==> src/rtl/riscv_pkg.sv <==
// riscv_pkg: shared fetch FSM encoding, PC step, alignment mask and opcode constants
package riscv_pkg;
    typedef enum logic [1:0] {BOOT, RUN, HALT} fetch_state_t;
    localparam int PC_INC = 4;
    localparam logic [1:0] ALIGN_MASK = 2'b11;
    localparam logic [6:0] OP_LUI    = 7'b0110111;
    localparam logic [6:0] OP_AUIPC  = 7'b0010111;
    localparam logic [6:0] OP_JAL    = 7'b1101111;
    localparam logic [6:0] OP_JALR   = 7'b1100111;
    localparam logic [6:0] OP_BRANCH = 7'b1100011;
    localparam logic [6:0] OP_LOAD   = 7'b0000011;
    localparam logic [6:0] OP_STORE  = 7'b0100011;
    localparam logic [6:0] OP_IMM    = 7'b0010011;
    localparam logic [6:0] OP_REG    = 7'b0110011;
    localparam logic [6:0] OP_SYSTEM = 7'b1110011;
endpackage

==> src/rtl/fetch_out_reg.sv <==
// fetch_out_reg: valid/ready pipeline register with load, flush and hold
module fetch_out_reg #(
    parameter int WORDSIZE = 64,
    parameter int INSTRUCTION_SIZE = 32
) (
    input  logic                        clk,
    input  logic                        rst_n,
    input  logic                        load,
    input  logic                        flush,
    input  logic [INSTRUCTION_SIZE-1:0] in_instruction,
    input  logic [WORDSIZE-1:0]         in_pc,
    output logic                        valid,
    output logic [INSTRUCTION_SIZE-1:0] instruction,
    output logic [WORDSIZE-1:0]         pc
);
    always_ff @(posedge clk or negedge rst_n) begin
        if (!rst_n) begin
            valid       <= 1'b0;
            instruction <= '0;
            pc          <= '0;
        end else if (flush) begin
            valid <= 1'b0;
        end else if (load) begin
            valid       <= 1'b1;
            instruction <= in_instruction;
            pc          <= in_pc;
        end
    end
endmodule

==> src/rtl/instruction_fetch.sv <==
// instruction_fetch: PC/FSM driving instruction memory into a valid/ready output register
module instruction_fetch import riscv_pkg::*; #(
    parameter int WORDSIZE = 64,
    parameter int INSTRUCTION_SIZE = 32,
    parameter int MEMORY_SIZE = 1024,
    parameter logic [WORDSIZE-1:0] RESET_PC = '0
) (
    input  logic                        clk,
    input  logic                        rst_n,
    output logic [WORDSIZE-1:0]         imem_addr,
    input  logic [INSTRUCTION_SIZE-1:0] imem_instruction,
    input  logic                        redirect,
    input  logic [WORDSIZE-1:0]         redirect_target,
    output logic                        out_valid,
    input  logic                        out_ready,
    output logic [INSTRUCTION_SIZE-1:0] out_instruction,
    output logic [WORDSIZE-1:0]         out_pc,
    output logic                        fetch_error
);
    fetch_state_t state;
    logic [WORDSIZE-1:0] pc;
    logic run, take, oob, bad_target, load, flush;
    assign run        = state == RUN;
    assign take       = (!out_valid || out_ready) && !redirect;
    assign oob        = (pc >> 2) >= WORDSIZE'(MEMORY_SIZE);
    assign bad_target = |(redirect_target[1:0] & ALIGN_MASK);
    assign load       = run && take && !oob;
    // entering HALT on an out-of-range fetch must also drop the held entry
    assign flush      = run && (redirect || (take && oob));
    assign imem_addr  = pc >> 2;
    always_ff @(posedge clk or negedge rst_n) begin
        if (!rst_n) begin
            state       <= BOOT;
            pc          <= RESET_PC;
            fetch_error <= 1'b0;
        end else if (state == BOOT) begin
            state <= RUN;
        end else if (run) begin
            if (redirect && bad_target) begin
                fetch_error <= 1'b1;
                state       <= HALT;
            end else if (redirect) begin
                pc <= redirect_target;
            end else if (take && oob) begin
                fetch_error <= 1'b1;
                state       <= HALT;
            end else if (take) begin
                pc <= pc + WORDSIZE'(PC_INC);
            end
        end
    end
    fetch_out_reg #(.WORDSIZE(WORDSIZE), .INSTRUCTION_SIZE(INSTRUCTION_SIZE)) u_out (
        .clk(clk),
        .rst_n(rst_n),
        .load(load),
        .flush(flush),
        .in_instruction(imem_instruction),
        .in_pc(pc),
        .valid(out_valid),
        .instruction(out_instruction),
        .pc(out_pc)
    );
endmodule
==> config.mk <==
export PLATFORM = sky130hd
export DESIGN_NAME = instruction_fetch
export DESIGN_NICKNAME = d
export VERILOG_FILES = /design/src/rtl/riscv_pkg.sv /design/src/rtl/fetch_out_reg.sv /design/src/rtl/instruction_fetch.sv
export SDC_FILE = /design/constraint.sdc
export NUM_CORES = 1
export LEC_CHECK = 0
export CORE_MARGIN = 3
export CORE_UTILIZATION = 57
export DETAILED_ROUTE_END_ITERATION = 10
export DONT_BUFFER_PORTS = 1
export GPL_TIMING_DRIVEN = 0
export MAX_ROUTING_LAYER = met4
export PLACE_DENSITY = 0.8
export SYNTH_ARGS = -nofsm -noshare
export SYNTH_HDL_FRONTEND = slang
export SYNTH_SLANG_ARGS = --single-unit
==> constraint.sdc <==
create_clock -name clk -period 2.5 [get_ports clk]
set_clock_uncertainty 0.15 [all_clocks]
set_input_delay 0.25 -clock clk [delete_from_list [all_inputs] [get_ports clk]]
set_output_delay 0.25 -clock clk [all_outputs]
set_load 0.03 [all_outputs]
==> results of run 1 <==
[cell families (layout without fill, tap and decap cells)]
logic type | after synthesis | count (layout)
AO/OA/AOI/OAI | 103 | 103
adder cells (fa/ha/maj) | 2 | 2
buffers and inverters | 108 | 263
flip-flops | 164 | 164
multiplexers | 50 | 50
other | 1 | 3
AND/OR/NAND/NOR | 254 | 254
[cells in the mapped netlist, drive strengths merged, types with 2 or more instances]
cell type  number
o31a            3
a21oi          28
a21o            2
or2             6
nor4bb          2
nor2           45
o22a            3
or3             3
a32o            6
and3            3
and2           54
inv            12
o32ai           8
nand3          19
nor2b           5
or4             6
o221a           3
nand4          13
o22ai          10
buf            75
dfrtp         164
nand2b          3
a211o           5
nor3           10
mux2i           6
o41ai           4
nor4           19
nand2          64
o31ai           4
a22oi           3
o21ai          13
o221ai          2
ha              2
mux2           44
a31oi           3
clkbuf         21
[power breakdown]
part | leakage, nW | switching [mW] | total, mW | internal, mW
Combinational | 2.18 | 0.378 | 0.701 | 0.324
Clock | 0.291 | 1.11 | 2.65 | 1.54
Sequential | 2.16 | 0.164 | 2.91 | 2.75
[layer usage]
metal	share of wire [%]	vias up	wire length [um]
met3	11	83	2520
met1	36	3019	8450
met5	0	-	0
li1	-	2631	-
met4	3.3	0	758
met2	49	468	11500
[sequential cells by signal (all words and copies together), names as in the netlist]
signal             flops
u_out.pc              64
u_out.valid            1
pc                    64
u_out.instruction     32
fetch_error            1
state                  2
[through the flow]
stage	hold slack (ns)	setup TNS, ns
2_1_floorplan	-0.196	0
3_3_place_gp	-0.189	-44.76
3_5_place_dp	-0.189	-52.44
4_1_cts	-0.647	0
5_1_grt	-0.659	-0.912
6_report	-0.641	0
[how the worst min path moves through the flow]
stage,startpoint,cells after the start,to
final,rst_n,0,u_out.pc[10]$_DFFE_PN0P_
after global placement,rst_n,0,pc[22]$_DFFE_PN0P_
after detailed placement,rst_n,0,pc[23]$_DFFE_PN0P_
after floorplan,rst_n,0,fetch_error$_DFFE_PN0P_
after global routing,rst_n,0,u_out.pc[10]$_DFFE_PN0P_
after CTS,rst_n,0,u_out.pc[10]$_DFFE_PN0P_
[cell type report]
cell class                 instances  area [um^2]
tap                              172          215
multi-input combinational        411         2880
clock inverter                    12          143
sequential                       164         4120
antenna                            1         2.50
timing repair buffer             124         1230
inverter                          12         45.0
clock buffer                      19          453
fill                             764         2860
buffer                            96          716
[worst register-to-register path, cell delays in order, from the launching register on]
cell and delay [ns]:
dfrtp_1 0.43, nor4_2 0.33, nand3_1 0.21, nor4_4 0.43
buf_4 0.19, a31o_2 0.17, buf_6 0.17, buf_6 0.16
a21oi_1 0.08
[repair_timing]
action / CTS / global route
gates cloned: 0 / 7
pin swaps: 7 / 20
hold endpoints to repair: 259 / 164
setup buffers: 8 / 14
gates resized for setup: 31 / 86
endpoints found under the setup margin: 145 / 146
==> results by group, run 1 <==
Outcome
  – Status: complete, but fails checks
  – Failing checks: hold timing

Final layout
  – Layout cells sized above 1: 29.2%
  – Most common cell after layout, fill and taps aside: dfrtp_1
  – Final core utilization: 77.4%
  – Cell Count, Final, Fillers Out: 1011
  – Synth-to-Final Area Change: 32.2%
  – Most frequent cells in the layout: dfrtp_1, dlygate4sd3_1, buf_4
  – Final instance area: 9810 um^2
  – Final net count: 928

Routing
  – Antenna viol nets, final: 0
  – Residual DRC: 0
  – Vias: 6201
  – DRT iter0 DRCs: 738
  – Routed WL: 23200 um
  – Drt via density: 6.13
  – Wire per inst: 23.0 um
  – Drt pass-1 iters: 6

Worst setup path
  – WP depth: 8
  – Crit path launch: pc[55]$_DFFE_PN0P_
  – CP Capture Type: flip-flop
  – Top delay family on crit path: simple AND/OR/NAND/NOR gates
  – R2R depth: 8
  – Critical path launch point type: flip-flop
  – Reg-to-reg critical path endpoint: pc[47]$_DFFE_PN0P_
  – Worst Path Arrival: 2.62 ns
  – Slowest CP cell: dfrtp_1
  – Worst setup path endpoint: pc[47]$_DFFE_PN0P_
  – WP buf/inv: 3
  – CP required: 2.65 ns
  – Worst path most repeated cell: buf_6
  – Critical-path maximum fanout: 10
  – Reg-to-reg setup timing slack: 0.03 ns
  – R2r startpoint: pc[55]$_DFFE_PN0P_
  – Max incr delay on CP: 0.43 ns
  – Worst Setup Path Type: reg -> reg
  – Crit-path cells: nor4_2, nand3_1, nor4_4, buf_4, a31o_2, buf_6, buf_6, a21oi_1

Logic synthesis
  – Flop and latch count out of synthesis: 164
  – Post-synth ARST share: 100%
  – Synth Area in Compound Gates: 9.71%
  – Post-synth top area cell: dfrtp_1
  – Main area contributors after synthesis: dfrtp_1, buf_4, mux2_2
  – Distinct cells, synth: 55
  – Multiplexer share of the synthesized area: 7.49%
  – Top cell type's share of synthesized area: 55.3%
  – Main synth FF type: dfrtp_1
  – Syn Inst Count: 682
  – Part of the Yosys area used for sequential elements: 55.3%
  – Avg Cell Area, Syn: 10.9 um^2
  – Post-Syn Area: 7420 um^2
  – Adder-cell share of the synthesized area: 0.337%
  – Post-synthesis xor/xnor area fraction: 0%
  – Largest family of logic cells by synthesized area: simple AND/OR/NAND/NOR gates
  – YS warnings: 0
  – Post-synthesis simple-gate area fraction: 18.2%
  – EDFF count, synth: 0

Clock tree
  – CTS tree: built
  – Root Driver: clkbuf_16
  – Clock Latency Late Sink: 0.43 ns
  – Htree depth: 4
  – Hold_buf cts: 95
  – Clock sinks: 164
  – CTS Buf Count: 17
  – Clock Tree Buf Depth: 2
  – CTS clock-pin slew for the worst setup and hold paths: 0.07 ns

Floorplanning
  – Die width: 120 um
  – Std cell rows: 41
  – Initial core utilization: 58.6%
  – IO Pins: 262
  – Die H: 120 um
  – Full die area: 14400 um^2
  – Core area: 12700 um^2

Timing
  – Least-Margin Pin Slew: 1.20 ns
  – WHS: -0.641 ns
  – Rel. slew slack: 19.1%
  – Slew Viols, Final: 0
  – Fin crit share: 98.9%
  – Tmin final: 2.47 ns
  – RSZ-0062 raised after global routing: true
  – Final Hold Fails: 164
  – Maximum clock rate: 0.405 GHz
  – Final setup viols: 0
  – Setup slack after layout: 0.0286 ns

Global routing
  – GR met3 Demand/Resource: 9.24%
  – Met1 GRT Util: 38.3%
  – Global route overflow: 0
  – Initial antenna violation count: 1
  – Total GRT Usage: 31.6%
  – Busiest grt layer: met2
  – Vias in the first global route: 6233
  – First-pass GRT wire length: 34000 um
  – Largest net degree at the start of global routing: 165
  – GRT met2 Usage: 50.1%

Placed design
  – Setup slack at placement: -0.496 ns
  – Post-DP Area: 7640 um^2
  – Port bufs: 0
  – Post-detail-place hpwl: 14200 um
  – Post-Place Cells: 855
  – Routability Congestion: 0.935

Job
  – Max Cap Viol: 0

Power and ir drop
  – Worst vdd ir: 488 uV
  – Final Power: 6.26 mW
  – PD cells: 638 nW/um^2
  – P_leak: 4.63 nW

Min path
  – Hold crit path type: in -> async
(Power assumes the default switching activity.)
==> run 2, diff against run 1 <==
Settings changed: CORE_ASPECT_RATIO set to 1.1, CTS_BUF_LIST set to sky130_fd_sc_hd__clkbuf_4 sky130_fd_sc_hd__clkbuf_8.
==> run 2 against run 1 <==
- core utilization is 2.3 points lower
- maximum frequency is 1.5% lower
- sequential power is essentially flat
- power decreased by 8.8%
- design area shrank 2.7%
- via count decreased by 2.7%
- global-route usage shrank 1.3 points
- clock-buffer cell count decreased by 1
- largest cell class unchanged
- the run ends with hold timing, setup timing left
- die area is essentially flat
- critical path type unchanged
- cell count shrank 1.1%
- clock power is 21% lower
==> results by group, run 2 (synthesis gave the netlist of run 1 again) <==
Power and ir drop
  – Sw Ratio: 27.8% (+1.4 points)
  – Comb power frac: 12.4% (+1.2 points)
  – Int Pwr: 4.12 mW (-11%)
  – Worst vdd ir: 595 uV (+22%)
  – P_leak: 4.49 nW (-3.0%)
  – PD cells: 599 nW/um^2 (-6.2%)
  – Clock power frac: 36.8% (-5.5 points)
  – Share of power burned in registers: 50.8% (+4.3 points)
  – Switch Pwr: 1.59 mW (-3.8%)
  – Final Power: 5.71 mW (-8.8%)

Min path
  – Hold crit path type: in -> async

Outcome
  – Status: complete, but fails checks
  – Failing checks: hold timing, setup timing

Routing
  – Residual DRC: 0 (unchanged)
  – Vias: 6035 (-2.7%)
  – Antenna viol nets, final: 0 (unchanged)
  – Routed WL: 21800 um (-6.0%)
  – Drt pass-1 iters: 6 (unchanged)
  – DRT iter0 DRCs: 609 (-17%)
  – Drt via density: 6.04 (-1.6%)
  – Wire per inst: 21.8 um (-5.0%)

Floorplanning
  – Die H: 126 um (+4.6%)
  – Core area: 12700 um^2 (+0.21%)
  – IO Pins: 262 (unchanged)
  – Initial core utilization: 58.4% (-0.12 points)
  – Std cell rows: 43 (+4.9%)
  – Full die area: 14400 um^2 (about the same)
  – Die width: 115 um (-4.4%)

Timing
  – Post-Route Setup TNS: -0.0282 ns (-0.0282 ns)
  – Least-Margin Pin Slew: 1.15 ns (-0.0521 ns)
  – Setup slack after layout: -0.00964 ns (-0.0383 ns)
  – Fin crit share: 100% (+1.5 points)
  – Final setup viols: 4 (+4)
  – RSZ-0062 raised after global routing: true
  – Rel. slew slack: 22.6% (+3.5 points)
  – Slew Viols, Final: 0 (unchanged)
  – Tmin final: 2.51 ns (+0.0383 ns)
  – WHS: -0.676 ns (-0.0354 ns)
  – Final Hold Fails: 164 (unchanged)
  – Maximum clock rate: 0.398 GHz (-1.5%)

Placed design
  – Post-Place Cells: 840 (-1.8%)
  – Post-DP Area: 7620 um^2 (-0.25%)
  – Routability Congestion: 0.910 (-2.6%)
  – Port bufs: 0 (unchanged)
  – Post-detail-place hpwl: 14200 um (-0.14%)

Global routing
  – First-pass GRT wire length: 33000 um (-3.2%)
  – Total GRT Usage: 30.3% (-1.3 points)
  – Global route overflow: 0 (unchanged)
  – Initial antenna violation count: 0 (-1)
  – Largest net degree at the start of global routing: 165 (unchanged)
  – Vias in the first global route: 6207 (-0.42%)

Worst setup path
  – Critical-path maximum fanout: 5 (-5)
  – CP required: 2.69 ns (+0.04 ns)
  – Worst Path Arrival: 2.70 ns (+0.08 ns)
  – Worst path most repeated cell: buf_6
  – Critical path launch point type: flip-flop
  – Max incr delay on CP: 0.44 ns (about the same)
  – CP Capture Type: flip-flop
  – Crit-path cells: nor4_2, nand3_1, buf_6, nor4_4, buf_4, a31oi_4, buf_6, a211o_1
  – Slowest CP cell: dfrtp_1
  – Worst Setup Path Type: reg -> reg

Clock tree
  – Hold_buf cts: 97 (+2.1%)
  – CTS clock-pin slew for the worst setup and hold paths: 0.10 ns (+0.03 ns)
  – CTS Buf Count: 17 (unchanged)
  – Clock sinks: 164 (unchanged)
  – Clock Tree Buf Depth: 2 (unchanged)
  – Root Driver: clkbuf_8
  – Htree depth: 4 (unchanged)
  – CTS tree: built
  – Clock Latency Late Sink: 0.46 ns (+0.03 ns)

Final layout
  – Cell Count, Final, Fillers Out: 1000 (-1.1%)
  – Antenna cells: 0 (-1)
  – Final instance area: 9540 um^2 (-2.7%)
  – Layout cells sized above 1: 27.4% (-1.8 points)
  – Final net count: 932 (+0.43%)
  – Top flop regs: pc (64), u_out.pc (64), u_out.instruction (32)
  – Synth-to-Final Area Change: 28.6%
  – Most frequent cells in the layout: dfrtp_1, dlygate4sd3_1, buf_4
  – Most common cell after layout, fill and taps aside: dfrtp_1

Job
  – Max Cap Viol: 0 (unchanged)
==> run 2: cell types whose count changed in the layout (fill, tap and decap cells not counted), moves of 5 or more <==
cell       before  now
buf_6          14    5
buf_4          85   92
clkbuf_8        2   18
and2_1         42   54
and2_4         12    0
clkbuf_16      19    0
buf_2           1    6
==> run 2: power groups by stage <==
stage / Combinational, mW / Clock [mW] / Sequential (mW)
floorplan: 0.464 / 0 / 2.88
global placement: 0.507 / 0 / 2.92
detailed placement: 0.518 / 0 / 2.93
CTS: 0.652 / 2.13 / 2.88
global route: 0.748 / 2.27 / 2.92
finish: 0.708 / 2.10 / 2.90
==> run 2: timing repair <==
| action | CTS | global route |
|---|---|---|
| endpoints found under the hold margin | 259 | 164 |
| pin swaps | 7 | 9 |
| setup buffers | 10 | 20 |
| setup endpoints to repair | 144 | 147 |
| cloned | 0 | 1 |
| resized for setup | 24 | 51 |
==> run 2: layer usage <==
| metal | share of wire, % | routed length (um) | GRT usage (%) | up-vias |
|---|---|---|---|---|
| met5 | 0 | 0 | - | - |
| li1 | - | - | - | 2627 |
| met1 | 38 | 8200 | 37.9 | 2920 |
| met2 | 49 | 10700 | 47.4 | 426 |
| met4 | 2.9 | 626 | 10.0 | 0 |
| met3 | 11 | 2300 | 9.37 | 62 |
==> run 2: layout make-up <==
| class | count | area (um^2) |
|---|---|---|
| timing repair buffer | 128 | 1210 |
| tap | 157 | 196 |
| sequential | 164 | 4120 |
| multi-input combinational | 411 | 2860 |
| clock inverter | 14 | 189 |
| inverter | 12 | 45.0 |
| buffer | 96 | 672 |
| clock buffer | 18 | 248 |
| fill | 793 | 3160 |
==> run 2: final timing paths <==
kind,start,endpoint,slack (ns),depth (start not counted)
worst max-delay path,pc[53]$_DFFE_PN0P_,pc[31]$_DFFE_PN0P_,-0.01,8
worst min-delay path,rst_n,pc[38]$_DFFE_PN0P_,-0.68,0
worst max register to register,pc[53]$_DFFE_PN0P_,pc[31]$_DFFE_PN0P_,-0.01,8
worst min register to register,pc[0]$_DFFE_PN0P_,pc[0]$_DFFE_PN0P_,0.35,1
max in group asynchronous,rst_n,pc[31]$_DFFE_PN0P_,2.54,0
min in group clk,redirect_target[1],pc[31]$_DFFE_PN0P_,0.19,4
==> run 2: worst max-delay path, delay by kind of cell, from the launching register on <==
kind / cells / cell delay (ns)
buffers and inverters: 3 / 0.54
and+or+nand+nor: 3 / 0.88
AOI/OAI and AO/OA: 2 / 0.38
DFF: 1 / 0.44
==> run 2: metrics by stage <==
| step | setup slack, ns | utilization (%) |
|---|---|---|
| finish | -0.00964 | 75.1 |
| global route | -0.0566 | 75.1 |
| CTS | 0.00282 | 72.4 |
| detailed placement | -0.572 | 60.0 |
| global placement | -0.499 | 60.0 |
| floorplan | 0.167 | - |
==> run 3, diff against run 2 <==
Settings changed: PLACE_DENSITY 0.8 to 0.81, RECOVER_POWER set to 25.
==> run 3 against run 2 <==
- global-route usage increased by 0.25 points
- critical path type unchanged
- the flow finishes with violations (hold timing)
- setup slack improved by 0.029 ns
- critical path depth unchanged
- core utilization decreased by 1.1 points
- combinational power decreased by 5.9%
- via count decreased by 0.78%
- largest power group unchanged
- routed wire length increased by 1.3%
- cell count decreased by 1.2%
- register-to-register slack improved by 0.03 ns
- first-iteration DRC count decreased by 2.1%
==> results by group, run 3 (synthesis gave the netlist of run 1 again) <==
Routing
  – Vias: 5988 (-0.78%)
  – Antenna viol nets, final: 0 (unchanged)
  – Drt pass-1 iters: 5 (-1)
  – DRT iter0 DRCs: 596 (-2.1%)
  – Wire per inst: 22.4 um (+2.6%)
  – Drt via density: 6.06 (+0.43%)
  – Residual DRC: 0 (unchanged)
  – Routed WL: 22100 um (+1.3%)

Outcome
  – Status: complete, but fails checks
  – Failing checks: hold timing

Power and ir drop
  – Worst vdd ir: 422 uV (-29%)
  – PD cells: 579 nW/um^2 (-3.3%)
  – P_leak: 4.44 nW (-1.0%)

Worst setup path
  – Critical path launch point type: flip-flop
  – Worst Path Arrival: 2.66 ns (-0.04 ns)
  – CP Capture Type: flip-flop
  – CP required: 2.68 ns (about the same)
  – Critical-path maximum fanout: 10 (+5)
  – Worst Setup Path Type: reg -> reg

Timing
  – Maximum clock rate: 0.403 GHz (+1.2%)
  – Rel. slew slack: 34.5% (+12 points)
  – Final setup viols: 0 (-4)
  – Least-Margin Pin Slew: 0.972 ns (-0.177 ns)
  – Slew Viols, Final: 0 (unchanged)
  – RSZ-0062 raised after global routing: true
  – Tmin final: 2.48 ns (-0.0295 ns)
  – WHS: -0.662 ns (+0.0146 ns)
  – Fin crit share: 99.2% (-1.2 points)
  – Final Hold Fails: 164 (unchanged)
  – Setup slack after layout: 0.0198 ns (+0.0295 ns)

Job
  – Max Cap Viol: 0 (unchanged)

Placed design
  – Setup slack at placement: -0.532 ns (+0.0400 ns)
  – Port bufs: 0 (unchanged)
  – Routability Congestion: 0.921 (+1.2%)
  – Post-detail-place hpwl: 14100 um (-0.62%)
  – Post-DP Area: 7620 um^2 (unchanged)

Global routing
  – Initial antenna violation count: 1 (+1)
  – Total GRT Usage: 30.6% (+0.25 points)
  – Vias in the first global route: 6236 (+0.47%)
  – Global route overflow: 0 (unchanged)
  – Largest net degree at the start of global routing: 165 (unchanged)
  – First-pass GRT wire length: 33300 um (+1.0%)

Floorplanning
  – Die H: 126 um (unchanged)
  – Die width: 115 um (unchanged)
  – Std cell rows: 43 (unchanged)
  – Initial core utilization: 58.4% (unchanged)
  – IO Pins: 262 (unchanged)
  – Core area: 12700 um^2 (unchanged)
  – Full die area: 14400 um^2 (unchanged)

Final layout
  – Top flop regs: pc (64), u_out.pc (64), u_out.instruction (32)
  – Final net count: 919 (-1.4%)
  – Final instance area: 9400 um^2 (-1.4%)
  – Final core utilization: 74.1% (-1.1 points)
  – Most frequent cells in the layout: dfrtp_1, dlygate4sd3_1, buf_4
  – Synth-to-Final Area Change: 26.7%
  – Most common cell after layout, fill and taps aside: dfrtp_1
  – Layout cells sized above 1: 27.7% (+0.31 points)

Clock tree
  – Clock Latency Late Sink: 0.44 ns (-0.02 ns)
  – Htree depth: 4 (unchanged)
  – Hold_buf cts: 97 (unchanged)
  – CTS clock-pin slew for the worst setup and hold paths: 0.10 ns (about the same)
  – Root Driver: clkbuf_8
  – CTS tree: built
  – CTS Buf Count: 17 (unchanged)
  – Clock sinks: 164 (unchanged)
  – Clock Tree Buf Depth: 2 (unchanged)

Min path
  – Hold crit path type: in -> async
-- run 3: metal layers --
layer  global-route usage [%]  wire [um]  part of all wire [%]  vias to the layer above
met2                     49.2      11200                    50                      394
met1                     37.9       8280                    37                     2935
met5                        -          0                     0                        -
li1                         -          -                     -                     2610
met4                     9.67        520                   2.4                        0
met3                     8.31       2140                   9.7                       49
-- run 3: what timing repair did --
action,4_1_cts,5_1_grt
pin swaps,6,6
gates resized for setup,21,80
buffers inserted,10,5
setup endpoints to repair,144,143
gates cloned,0,3
hold endpoints to repair,259,164
-- run 3: area by class of cell --
class	instances	area (um^2)
antenna	1	2.50
buffer	96	701
clock buffer	17	234
clock inverter	15	154
fill	831	3290
inverter	12	45.0
multi-input combinational	411	2830
sequential	164	4120
tap	157	196
timing repair buffer	115	1130
-- run 3: worst max-delay path, cell delays in order, from the launching register on --
cell and delay, ns:
dfrtp_1 0.45, nor4_2 0.33, nand4_1 0.24, nor4_4 0.34
buf_4 0.17, nand3_4 0.17, buf_8 0.22, buf_4 0.16
and2_1 0.15
-- run 3: power by group --
part / internal, mW / leakage [nW] / switching (mW)
clock: 0.753 / 0.197 / 1.13
sequential: 2.74 / 2.16 / 0.152
combinational: 0.304 / 2.08 / 0.362
-- run 3: path summary, 6_finish.rpt --
| path | slack (ns) | start | cells past startpoint | endpoint |
|---|---|---|---|---|
| worst max-delay path | 0.02 | pc[19]$_DFFE_PN0P_ | 8 | u_out.pc[39]$_DFFE_PN0P_ |
| worst min-delay path | -0.66 | rst_n | 0 | pc[46]$_DFFE_PN0P_ |
| worst max register to register | 0.02 | pc[19]$_DFFE_PN0P_ | 8 | u_out.pc[39]$_DFFE_PN0P_ |
| worst min register to register | 0.34 | pc[0]$_DFFE_PN0P_ | 1 | pc[0]$_DFFE_PN0P_ |
| max in group asynchronous | 2.64 | rst_n | 0 | u_out.instruction[22]$_DFFE_PN0P_ |
| min in group clk | 0.24 | redirect_target[1] | 4 | pc[31]$_DFFE_PN0P_ |
-- run 3: per-stage QoR --
step / TNS, ns / cells / hold slack (ns) / total power [mW]
3_5_place_dp: -40.14 / 840 / -0.192 / 3.45
3_3_place_gp: -35.09 / 840 / -0.191 / 3.43
4_1_cts: 0 / 979 / -0.684 / 5.43
2_1_floorplan: 0 / 683 / -0.196 / 3.35
6_report: 0 / 988 / -0.662 / 5.44
5_1_grt: -5.78 / 988 / -0.706 / 5.65
